===== src/rtl/mem_access_sequencer.sv =====
// Memory access sequencer: arbitrates fetch vs. data requests, loads the MAR,
// runs the read/write handshake with a wait-cycle timeout and pulses the completion strobes.
module mem_access_sequencer #(
    parameter int TIMEOUT_CYCLES = 15,
    parameter int CNT_W          = 8
) (
    input  logic clk,
    input  logic rst,
    input  logic fetch_req_i,
    input  logic data_req_i,
    input  logic data_we_i,
    input  logic mem_ready_i,
    output logic addr_sel_o,
    output logic mar_load_o,
    output logic mem_rd_o,
    output logic mem_wr_o,
    output logic ir_load_o,
    output logic mdr_load_o,
    output logic pc_inc_o,
    output logic fetch_done_o,
    output logic data_done_o,
    output logic busy_o,
    output logic timeout_err_o
);

    typedef enum logic [1:0] {
        IDLE,
        LOAD_MAR,
        ACCESS,
        DONE
    } state_t;

    localparam logic [CNT_W-1:0] CNT_LIMIT = CNT_W'(TIMEOUT_CYCLES - 1);

    state_t           state_q, state_d;
    logic             grant_q, grant_d;
    logic             we_q, we_d;
    logic [CNT_W-1:0] cnt_q, cnt_d;

    logic mar_load_q, mar_load_d;
    logic mem_rd_q, mem_rd_d;
    logic mem_wr_q, mem_wr_d;
    logic ir_load_q, ir_load_d;
    logic mdr_load_q, mdr_load_d;
    logic pc_inc_q, pc_inc_d;
    logic fetch_done_q, fetch_done_d;
    logic data_done_q, data_done_d;
    logic busy_q, busy_d;
    logic access_limit;

    // The abort decision depends on mem_ready in the very cycle the limit is hit.
    assign access_limit = (state_q == ACCESS) && (cnt_q == CNT_LIMIT) && !mem_ready_i;

    always_comb begin
        state_d = state_q;
        grant_d = grant_q;
        we_d    = we_q;
        cnt_d   = cnt_q;
        case (state_q)
            IDLE: begin
                if (data_req_i) begin
                    grant_d = 1'b1;
                    we_d    = data_we_i;
                    state_d = LOAD_MAR;
                end else if (fetch_req_i) begin
                    grant_d = 1'b0;
                    we_d    = 1'b0;
                    state_d = LOAD_MAR;
                end
            end
            LOAD_MAR: begin
                cnt_d   = '0;
                state_d = ACCESS;
            end
            ACCESS: begin
                if (mem_ready_i) begin
                    state_d = DONE;
                end else if (access_limit) begin
                    state_d = IDLE;
                end else begin
                    cnt_d = cnt_q + CNT_W'(1);
                end
            end
            DONE: begin
                state_d = IDLE;
            end
            default: begin
                state_d = IDLE;
            end
        endcase
    end

    // Outputs are decoded from the next state so they register alongside it.
    always_comb begin
        mar_load_d   = (state_d == LOAD_MAR);
        mem_rd_d     = (state_d == ACCESS) && !we_d;
        mem_wr_d     = (state_d == ACCESS) && we_d;
        ir_load_d    = (state_d == DONE) && !grant_d;
        pc_inc_d     = (state_d == DONE) && !grant_d;
        fetch_done_d = (state_d == DONE) && !grant_d;
        mdr_load_d   = (state_d == DONE) && grant_d && !we_d;
        data_done_d  = (state_d == DONE) && grant_d;
        busy_d       = (state_d != IDLE);
    end

    always_ff @(posedge clk or posedge rst) begin
        if (rst) begin
            state_q      <= IDLE;
            grant_q      <= 1'b0;
            we_q         <= 1'b0;
            cnt_q        <= '0;
            mar_load_q   <= 1'b0;
            mem_rd_q     <= 1'b0;
            mem_wr_q     <= 1'b0;
            ir_load_q    <= 1'b0;
            mdr_load_q   <= 1'b0;
            pc_inc_q     <= 1'b0;
            fetch_done_q <= 1'b0;
            data_done_q  <= 1'b0;
            busy_q       <= 1'b0;
        end else begin
            state_q      <= state_d;
            grant_q      <= grant_d;
            we_q         <= we_d;
            cnt_q        <= cnt_d;
            mar_load_q   <= mar_load_d;
            mem_rd_q     <= mem_rd_d;
            mem_wr_q     <= mem_wr_d;
            ir_load_q    <= ir_load_d;
            mdr_load_q   <= mdr_load_d;
            pc_inc_q     <= pc_inc_d;
            fetch_done_q <= fetch_done_d;
            data_done_q  <= data_done_d;
            busy_q       <= busy_d;
        end
    end

    assign addr_sel_o    = grant_q;
    assign mar_load_o    = mar_load_q;
    assign mem_rd_o      = mem_rd_q;
    assign mem_wr_o      = mem_wr_q;
    assign ir_load_o     = ir_load_q;
    assign mdr_load_o    = mdr_load_q;
    assign pc_inc_o      = pc_inc_q;
    assign fetch_done_o  = fetch_done_q;
    assign data_done_o   = data_done_q;
    assign busy_o        = busy_q;
    assign timeout_err_o = access_limit;

endmodule


===== config.mk =====
export PLATFORM = sky130hd
export DESIGN_NAME = mem_access_sequencer
export DESIGN_NICKNAME = d
export VERILOG_FILES = /design/src/rtl/mem_access_sequencer.sv
export SDC_FILE = /design/constraint.sdc
export NUM_CORES = 1
export LEC_CHECK = 0
export ABC_AREA = 1
export CORE_UTILIZATION = 53
export CTS_BUF_LIST = sky130_fd_sc_hd__clkbuf_2
export CTS_CLUSTER_SIZE = 25
export DETAILED_ROUTE_END_ITERATION = 10
export PLACE_DENSITY = 0.86
export SLEW_MARGIN = 20
export SYNTH_ARGS = -nofsm -noshare
export SYNTH_HDL_FRONTEND = slang
export SYNTH_SLANG_ARGS = --single-unit

===== constraint.sdc =====
create_clock -name clk -period 1.75 [get_ports clk]
set_input_delay 0.175 -clock clk [delete_from_list [all_inputs] [get_ports clk]]
set_output_delay 0.175 -clock clk [all_outputs]
set_load 0.02 [all_outputs]

---- After elaboration in Yosys (flattened, before gate mapping) ----
Index checks and enable logic that the tools add are counted.
word-level totals
  register bits ........................... 19
  output and inout port bits .............. 11
operators by class
  $add $sub $neg .......................... 1
  equal/unequal tests ..................... 9
  muxes and demuxes ....................... 14
  reductions and logical operators ........ 14
operator list
  kind                                                  count
  2-to-1 mux 8 bit                                      2
  one-hot mux 8 bit (2 select lines)                    1
  adder 8 x 1 -> 8 bit (second input constant)          1
  equality test 2 bit (second input constant)           4
  equality test 8 x 4 -> 1 bit (second input constant)  1
  2-to-1 mux 2 bit                                      4
  one-hot mux 2 bit (4 select lines)                    1
  logical AND 1 bit                                     7
  2-to-1 mux 1 bit                                      6
  equality test 2 x 1 -> 1 bit (second input constant)  2
  inequality test 2 bit (second input constant)         2
  nonzero test 2 bit                                    2
  logical NOT 1 bit                                     3
  AND reduction 3 bit                                   1
  logical NOT 2 bit                                     1

---- Logic depth before layout (Yosys ltp) ----
  depth after elaboration ................. 9
  depth in mapped cells ................... 8
  gate-level depth less buffers ........... 8

---- Worst setup path before layout ----
No wires, ideal clock.
  path kind ............................... register to output
  start ................................... register cnt_q[0]
  end ..................................... output port timeout_err_o
  arrival ................................. 1.213 ns
  required time ........................... 1.575 ns
  slack ................................... 0.362 ns
  cell stages (with the launch flop) ...... 5
  path through ............................ dfrtp_1 > inv_1 > ha_1 > nand4_1 > nor3_1
on the way
  longest elaborated chain between the ends .. 3
RTL lines
  item                             RTL line  source
  start: declaration               38        logic [CNT_W-1:0] cnt_q, cnt_d;
  start signal: assignment         125       cnt_q <= cnt_d;
  equality test 8 x 4 -> 1 bit     52        assign access_limit = (state_q == ACCESS) && (cnt_q == CNT_LIMIT) && !mem_ready_i;
  logical AND 1 bit (2 in series)  52
  end: declaration                 23        output logic timeout_err_o
No other way between the ends.

---- Worst setup path after layout ----
Ends and elaborated chain as after synthesis.

==> flow_summary.yaml <==
die:
  die_x_um: 45.1
  rows: 15
  core-area_mm2: 0.00173
  io_pins: 17
  dieHeight_um: 45.1
  die_area_mm2: 0.00203
  initial_core_util: 0.570
sta:
  tightest_slew_ps: 405
  finalHoldViolations: 0
  fin_tns_setup_ps: 0
  slew_headroom: 0.730
  final-max-slew-violation-count: 0
  period_share: 0.916
  fin_ws_ps: 147
  skew_ps: 8.64
  max_freq_mhz: 624
  finalSetupViolations: 0
  grt_setup_unrepaired: "false"
  min_period_ps: 1600
synthesis:
  avgSynthCellArea_um2: 8.13
  syn_area_um2: 983
  synth.area.top_cells: "dfrtp_1 48%, nand2_1 14%, nand3_1 7.6%"
  synth_cell_types: 21
  synth_fp_nets: 129
  synth_cells: 121
  synth_top_area_frac: 0.483
  synth_top_cell_by_area: "dfrtp_1"
  ys_ff_latch: 19
  ys_warn_count: 0
  yosysSeqAreaShare: 0.483
critical_path:
  required_ps: 1570
  crit_path_cell_trace: "inv_1 -> ha_1 -> nand4_1 -> nor3_2 -> buf_4"
  worstPathArrival_ps: 1430
  slowest_stage: "dfrtp_1"
  path_buf_inv: 2
  crit_path_start_kind: "register"
  slowest_delay_ps: 420
  crit_family: "flip-flops"
  critPathMaxFanout: 2
  critPathCaptureType: "output pin"
  path_class: "register to output pin"
clock_network:
  cts_root_buffer: "clkbuf_2"
  cts.path.max_buffers: 2
  cts_tree: "built"
  clock-sinks: 19
  cts.reportedPaths.clkPinSlew_ps: 190
  cts_buffers: 3
  h-tree-depth: 1
  clkLatencyLatePin_ps: 300
global_route:
  grt_pass1_vias: 836
  grt_max_degree: 20
  grt_pass1_wl_um: 3510
  gr-usage-all-layers: 0.243
  grt_overflow: 0
  antenna_found_initial: 0
layout:
  fin_util: 0.721
  final_cell_mix: "36 x nand2_1, 19 x dfrtp_1, 15 x inv_1, 15 x nand3_1, 15 x clkdlybuf4s50_1"
  n_fill_cell: 141
  layout.nets: 156
  synthToLayoutAreaGrowth_pct: 26.6
  final_common_cell: "nand2_1"
  n_antenna_cell: 0
  drive_gt1_frac: 0.170
drt:
  routed_wirelength_um: 1970
  via_count: 873
  viasPerCell: 5.08
  wl_per_cell_um: 11.4
  drc_errors: 0
  final_antenna_net_count: 0
  first_pass_iters: 5
  drtIter0Drc: 22
power:
  p_per_area_mw_per_mm2: 1270
  p_clk_frac: 0.119
  p_sw_w: 0.000673
  power.total_w: 0.00158
  p_comb_frac: 0.491
  p_leak_nw: 0.640
  swShare: 0.425
  max-vdd-ir-drop_v: 0.00103
  seqPwrFrac: 0.390
  intPower_w: 0.000911
placement:
  dp_hpwl_um: 1540
  post-place-ws_ps: 35.0
  place_congestion: 0.851
  io_buffers: 16
hold_path:
  hp-class: "primary input to async pin"
job:
  max_cap_violations: 0
outcome:
  status: "completed"
[final timing paths]
kind / from / endpoint / slack, ps / cells past startpoint
min in group clk: fetch_req_i / mar_load_o / 440 / 3
min: rst / cnt_q[0] / 160 / 3
max: cnt_q[0] / timeout_err_o / 150 / 5
min reg2reg: addr_sel_o / addr_sel_o / 560 / 2
max reg2reg: cnt_q[0] / cnt_q[0] / 270 / 7
max in group asynchronous: rst / busy_o / 1390 / 3
[cell families after synthesis]
logic type	Yosys count	synth area share
XOR/XNOR	2	0.0178
buffers and inverters	18	0.0776
flip-flops	19	0.483
adder cells (fa/ha/maj)	2	0.0254
AO/OA/AOI/OAI	5	0.0445
AND/OR/NAND/NOR	75	0.351
[layer usage]
layer  up-vias  wire [um]  GRT usage  part of all wire
li1        430          -          -                 -
met1       410        880      0.338              0.45
met3         6        101     0.0400             0.051
met4         0         27      0.103             0.014
met5         -          0          0                 0
met2        27        958      0.377              0.49
[stage by stage]
step | hold WS (ps) | cells | area, um^2
finish | 160 | 172 | 1240
global route | 151 | 172 | 1240
CTS | 164 | 172 | 1240
detailed placement | 518 | 168 | 1220
global placement | 506 | 168 | 1220
floorplan | 126 | 121 | 983
[worst register-to-register path: cells and delay by family (launching register included)]
family	cells	cell delay, ps
adders and majority gates	1	190
DFF	1	420
and+or+nand+nor	4	430
buffers and inverters	1	70
AOI/OAI and AO/OA	1	290
[cells in the mapped netlist]
master	number
nor2_1	11
xnor2_1	2
a21oi_1	1
nand3_1	15
nand2_2	3
buf_2	1
nand2_1	36
o21ai_2	2
nand2_4	1
nor2_2	1
inv_1	15
ha_1	2
nor3_1	1
nand4_1	4
or2_1	1
o21ai_0	1
nand3_2	1
nor2_4	1
buf_4	2
dfrtp_1	19
o21ai_4	1
[power groups by stage]
stage          logic (W)  clock network, W  registers (W)
2_1_floorplan   0.000387                 0       0.000717
3_3_place_gp    0.000751                 0       0.000624
3_5_place_dp    0.000770                 0       0.000630
4_1_cts         0.000774          0.000189       0.000620
5_1_grt         0.000867          0.000211       0.000634
6_report        0.000777          0.000188       0.000618
[registers in the layout (all words and copies together) (netlist names)]
signal,flops
addr_sel_o,1
busy_o,1
cnt_q,8
data_done_o,1
fetch_done_o,1
mar_load_o,1
mdr_load_o,1
mem_rd_o,1
mem_wr_o,1
state_q,2
we_q,1
[timing repair]
item                                    4_1_cts  5_1_grt
resized for setup                             4        3
hold buffers                                  0        0
hold endpoints to repair                      0        0
pin swaps                                     0        1
setup buffers                                 0        0
endpoints found under the setup margin        1        1
[cell type report]
class | instances | area (um^2) | area share
Clock inverter | 1 | 5.00 | 0.00402
Timing Repair Buffer | 25 | 225 | 0.181
Inverter | 15 | 56.3 | 0.0452
Tap cell | 25 | 31.3 | 0.0251
Sequential cell | 19 | 475 | 0.382
Clock buffer | 3 | 15.0 | 0.0121
Multi-Input combinational cell | 84 | 437 | 0.351
Note: power is estimated with default switching activity, not from simulation.
==> edit 1, RTL diff (same settings) <==
Put a register stage on the output `timeout_err_o`. The value now appears one clock later. The other outputs are not delayed to match.
--- a/src/rtl/mem_access_sequencer.sv
+++ b/src/rtl/mem_access_sequencer.sv
@@ -145,7 +145,9 @@
     assign fetch_done_o  = fetch_done_q;
     assign data_done_o   = data_done_q;
     assign busy_o        = busy_q;
-    assign timeout_err_o = access_limit;
+    always_ff @(posedge clk) begin
+        timeout_err_o <= access_limit;
+    end
 
 endmodule
 
Formal check against the unedited RTL: same outputs for any inputs over 10 cycles, from zero or initial values and one cycle with rst high; that may be too few to reach the edited logic, so the function may still have changed.
==> edit 1 against the original RTL <==
- clock skew is 7.9 ps lower
- design area is 1.4% lower
- sequential share of layout area is 2.2 points higher
- worst setup slack better by 81 ps
- sequential cell count is 1 higher
- total power is 8.3% higher
- area after synthesis is 2.0% higher
- sequential power is 5.5% higher
- wire length is 4.1% higher
- die area is 1.9% higher
==> edit 1: results (changes against the original RTL) <==
.. list-table::
   :header-rows: 1

   * - Metric
     - Value
   * - Skew-Pair Late Insertion Delay
     - 320 ps (was 300 ps)
   * - Worst slew slack as a fraction of its limit
     - 72.79% (was 72.98%)
   * - Synthesized instance count
     - 122 (was 121)
   * - Final GP Congestion
     - 0.8226 (was 0.8513)
   * - Worst Path Max Fanout
     - 10 (was 2)
   * - Adder-Cell Fraction of Synth Area
     - 2.494% (was 2.545%)
   * - Critical path data arrival time
     - 1770 ps (was 1430 ps)
   * - Total placed cells including tap cells
     - 161 (was 168)
   * - Run status
     - finished clean (unchanged)
   * - Clock net sink count
     - 20 (was 19)
   * - Share of post-route cells with drive strength above 1
     - 10.71% (was 17.01%)
   * - Post-placement worst setup slack
     - 279.4 ps (was 34.96 ps)
   * - Global-route usage over all layers
     - 22.45% (was 24.30%)
   * - Synth Area in Compound Gates
     - 4.364% (was 4.453%)
   * - Post-DR vias/cell
     - 5.152 (was 5.076)
   * - DR pass1 iterations
     - 4 (was 5)
   * - Number of nets at the end of the flow
     - 149 (was 156)
   * - Syn nets
     - 130 (was 129)
   * - Via count of the first global-routing pass
     - 787 (was 836)
   * - Routed WL
     - 2.049 mm (was 1.968 mm)
   * - Part of the power in combinational logic
     - 42.0% (was 49.1%)
   * - First-pass GRT wire length
     - 3.277 mm (was 3.505 mm)
   * - Total of cells resized after clock tree synthesis
     - 0 (was 4)
   * - Int Power
     - 1.046 mW (was 0.9110 mW)
   * - Largest stage delay on the critical path
     - 440 ps (was 420 ps)
   * - VDD IR max
     - 0.0008185 V (was 0.001029 V)
   * - Main area contributors after synthesis
     - sky130_fd_sc_hd__dfrtp_1 (47%), sky130_fd_sc_hd__nand2_1 (13%), sky130_fd_sc_hd__nand3_1 (7.5%), sky130_fd_sc_hd__inv_1 (5.6%), sky130_fd_sc_hd__nor2_1 (4.1%) (was sky130_fd_sc_hd__dfrtp_1 (48%), sky130_fd_sc_hd__nand2_1 (14%), sky130_fd_sc_hd__nand3_1 (7.6%), sky130_fd_sc_hd__inv_1 (5.7%), sky130_fd_sc_hd__nor2_1 (4.2%))
   * - Post-detail-place hpwl
     - 1.526 mm (was 1.538 mm)
   * - Synthesized-area fraction occupied by xor and xnor cells
     - 1.746% (was 1.781%)
[edit 1: final timing paths]
| kind | from | depth (start not counted) | slack [ps] | to |
|---|---|---|---|---|
| max | cnt_q[0] | 7 | 230 | cnt_q[2] |
| min | rst | 3 | 130 | data_done_o |
| max reg2reg | cnt_q[0] | 7 | 230 | cnt_q[2] |
| min reg2reg | addr_sel_o | 2 | 560 | addr_sel_o |
| max in group asynchronous | rst | 3 | 1440 | cnt_q[6] |
| min in group clk | fetch_req_i | 3 | 400 | mar_load_o |
[edit 1: worst reg2reg max path, cell delays in order, from the launching register on]
cell and delay, ps:
sky130_fd_sc_hd__dfrtp_1 440, sky130_fd_sc_hd__inv_1 90, sky130_fd_sc_hd__ha_1 190, sky130_fd_sc_hd__nand3_2 100
sky130_fd_sc_hd__o21ai_4 290, sky130_fd_sc_hd__nand2_4 160, sky130_fd_sc_hd__nand2_1 120, sky130_fd_sc_hd__o21ai_2 50
[edit 1: layer usage]
| layer | vias up | routed length [µm] | GRT usage, % |
|---|---|---|---|
| met5 | - | 0 | 0 |
| met4 | 0 | 40 | 11.52 |
| met3 | 5 | 79 | 2.381 |
| met2 | 22 | 1067 | 41.14 |
| met1 | 404 | 863 | 25.26 |
| li1 | 419 | - | - |
[edit 1: cell type report]
cell class | instances | area, µm²
fillers | 137 | 518.0
flip-flops and latches | 20 | 495.5
multi-input cells | 84 | 431.7
repair buffers | 17 | 167.7
inverters | 15 | 56.30
well taps | 25 | 31.28
clock inverters | 1 | 30.03
clock buffers | 3 | 15.01
[edit 1: per-stage QoR]
| stage | cell area (µm²) | utilization, % |
|---|---|---|
| after global routing | 1227 | 70.32 |
| final | 1227 | 70.32 |
| after global placement | 1182 | 67.74 |
| after floorplan | 1003 | - |
| after CTS | 1227 | 70.32 |
| after detailed placement | 1182 | 67.74 |
==> edit 2, RTL diff (same settings) <==
Made on the original files. Set the parameter `CNT_W` to 6 (it was 8).
--- a/src/rtl/mem_access_sequencer.sv
+++ b/src/rtl/mem_access_sequencer.sv
@@ -2,7 +2,7 @@
 // runs the read/write handshake with a wait-cycle timeout and pulses the completion strobes.
 module mem_access_sequencer #(
     parameter int TIMEOUT_CYCLES = 15,
-    parameter int CNT_W          = 8
+    parameter int CNT_W          = 6
 ) (
     input  logic clk,
     input  logic rst,
Check against the original RTL: no difference found for any inputs over 10 cycles, from zero or initial values and one cycle with rst high; that may be too few to reach the edited logic, so the function may still have changed.
==> edit 2 against the original RTL <==
- sequential cell count is 2 lower
- worst setup slack worse by 34 ps
- design area is 16% lower
- total power is 0.96% higher
- count of clock-buffer cells in the layout is 1 higher
- wire length is 1.2% lower
- area after synthesis is 16% lower
- synthesized cell count is 20% lower
- critical path depth is 2 higher
- global-route usage is 0.86 points higher
- highest routed layer unchanged
==> edit 2: results (changes against the original RTL) <==
.. list-table::
   :header-rows: 1

   * - Metric
     - Value
   * - Main area contributors after synthesis
     - sky130_fd_sc_hd__dfrtp_1 (52%), sky130_fd_sc_hd__nand2_1 (12%), sky130_fd_sc_hd__inv_1 (7.7%), sky130_fd_sc_hd__nand3_1 (4.8%), sky130_fd_sc_hd__o21ai_2 (4.2%) (was sky130_fd_sc_hd__dfrtp_1 (48%), sky130_fd_sc_hd__nand2_1 (14%), sky130_fd_sc_hd__nand3_1 (7.6%), sky130_fd_sc_hd__inv_1 (5.7%), sky130_fd_sc_hd__nor2_1 (4.2%))
   * - Total placed cells including tap cells
     - 129 (was 168)
   * - Run status
     - finished clean (unchanged)
   * - Maximum number of pins on one net before global-route repair
     - 18 (was 20)
   * - Routed WL
     - 1.945 mm (was 1.968 mm)
   * - VDD IR max
     - 0.0007643 V (was 0.001029 V)
   * - Routed wire per std cell
     - 14.51 µm (was 11.44 µm)
   * - DR pass1 iterations
     - 4 (was 5)
   * - Sequential element share of the synthesized area
     - 51.52% (was 48.35%)
   * - Switching Power
     - 0.6881 mW (was 0.6730 mW)
   * - Global-route usage over all layers
     - 25.16% (was 24.30%)
   * - Biggest registers after layout
     - cnt_q (6), state_q (2) (was cnt_q (8), state_q (2))
   * - Cell area reported after detailed placement
     - 1008 µm² (was 1222 µm²)
   * - Via count of the first global-routing pass
     - 747 (was 836)
   * - Met3 WL
     - 122 µm (was 101 µm)
   * - Leakage Power
     - 0.5497 nW (was 0.6395 nW)
   * - Syn nets
     - 105 (was 129)
   * - Final worst clock skew
     - 6.745 ps (was 8.639 ps)
   * - Final Cycle Share
     - 93.54% (was 91.61%)
   * - Share of post-route cells with drive strength above 1
     - 18.49% (was 17.01%)
   * - Post-DR vias/cell
     - 5.284 (was 5.076)
   * - Final GP Congestion
     - 0.8277 (was 0.8513)
   * - Ranking of synthesized cells by instance count
     - sky130_fd_sc_hd__nand2_1 (27), sky130_fd_sc_hd__dfrtp_1 (17), sky130_fd_sc_hd__inv_1 (17) (was sky130_fd_sc_hd__nand2_1 (36), sky130_fd_sc_hd__dfrtp_1 (19), sky130_fd_sc_hd__inv_1 (15), sky130_fd_sc_hd__nand3_1 (15), sky130_fd_sc_hd__nor2_1 (11))
   * - Drt first-iter violations
     - 29 (was 22)
   * - Routed met2 length
     - 1.049 mm (was 958 µm)
   * - Actual transition at the worst max-transition pin
     - 620.2 ps (was 405.3 ps)
   * - Area of all sequential standard cells
     - 425.4 µm² (was 475.5 µm²)
   * - Clock transition at the registers of the reported paths
     - 160 ps (was 190 ps)
   * - Filler instances
     - 106 (was 141)
   * - Highest signal layer in the routed design
     - met4 (unchanged)
   * - Syn_area_per_cell
     - 8.513 µm² (was 8.128 µm²)
   * - Metal1 wirelength
     - 693 µm (was 880 µm)
   * - Critical path data arrival time
     - 1460 ps (was 1430 ps)
   * - Post-placement worst setup slack
     - 14.10 ps (was 34.96 ps)
   * - Post-detail-place hpwl
     - 1.479 mm (was 1.538 mm)
   * - Unique cell type count in the Yosys netlist
     - 14 (was 21)
## edit 2: cell type report
type,count,share of cell area (%)
sequential,17,40.72
multi-input combinational,60,30.42
inverter,17,6.108
timing repair buffer,21,19.04
clock buffer,4,1.916
tap,15,1.796
## edit 2: path summary, 6_finish.rpt
kind                                       to  cells after the start        start
worst max register to register       cnt_q[2]                      9     cnt_q[0]
worst min-delay path                 cnt_q[1]                      2          rst
min in group clk                   mar_load_o                      3  fetch_req_i
worst max-delay path            timeout_err_o                      7     cnt_q[0]
worst min register to register       cnt_q[5]                      2     cnt_q[5]
max in group asynchronous          state_q[1]                      2          rst
## edit 2: per-layer routing
| layer | vias up | global-route usage [%] |
|---|---|---|
| li1 | 333 | - |
| met3 | 12 | 5.652 |
| met5 | - | 0 |
| met1 | 325 | 25.14 |
| met4 | 0 | 14.19 |
| met2 | 38 | 46.88 |
## edit 2: logic make-up (layout without fill, tap and decap cells)
| kind of cell | Yosys count | after routing | share of synthesized area [%] |
|---|---|---|---|
| buffers and inverters | 20 | 42 | 10.91 |
| AO/OA/AOI/OAI | 4 | 4 | 4.242 |
| adder cells (fa/ha/maj) | 2 | 2 | 3.030 |
| AND/OR/NAND/NOR | 51 | 51 | 27.12 |
| XOR/XNOR | 3 | 3 | 3.182 |
| flip-flops | 17 | 17 | 51.52 |
## edit 2: power groups by stage
stage	Sequential, mW	Clock, mW	Combinational (mW)
after floorplan	0.684	0	0.408
after global placement	0.584	0	0.762
after detailed placement	0.596	0	0.801
after CTS	0.587	0.178	0.809
after global routing	0.602	0.198	0.883
final	0.588	0.180	0.831
## edit 2: worst max-delay path, cell delays in order, from the launching register on
cell	delay (ps)
sky130_fd_sc_hd__dfrtp_1	410
sky130_fd_sc_hd__inv_1	70
sky130_fd_sc_hd__ha_1	140
sky130_fd_sc_hd__nand3_1	100
sky130_fd_sc_hd__nor2_2	180
sky130_fd_sc_hd__inv_2	70
sky130_fd_sc_hd__nor2_4	100
sky130_fd_sc_hd__buf_6	110
## edit 2: timing repair
item                                    CTS  global route
setup buffers                             0             1
endpoints found under the hold margin     0             0
resized for setup                         3             6
pin swaps                                 0             2
endpoints found under the setup margin    1             1
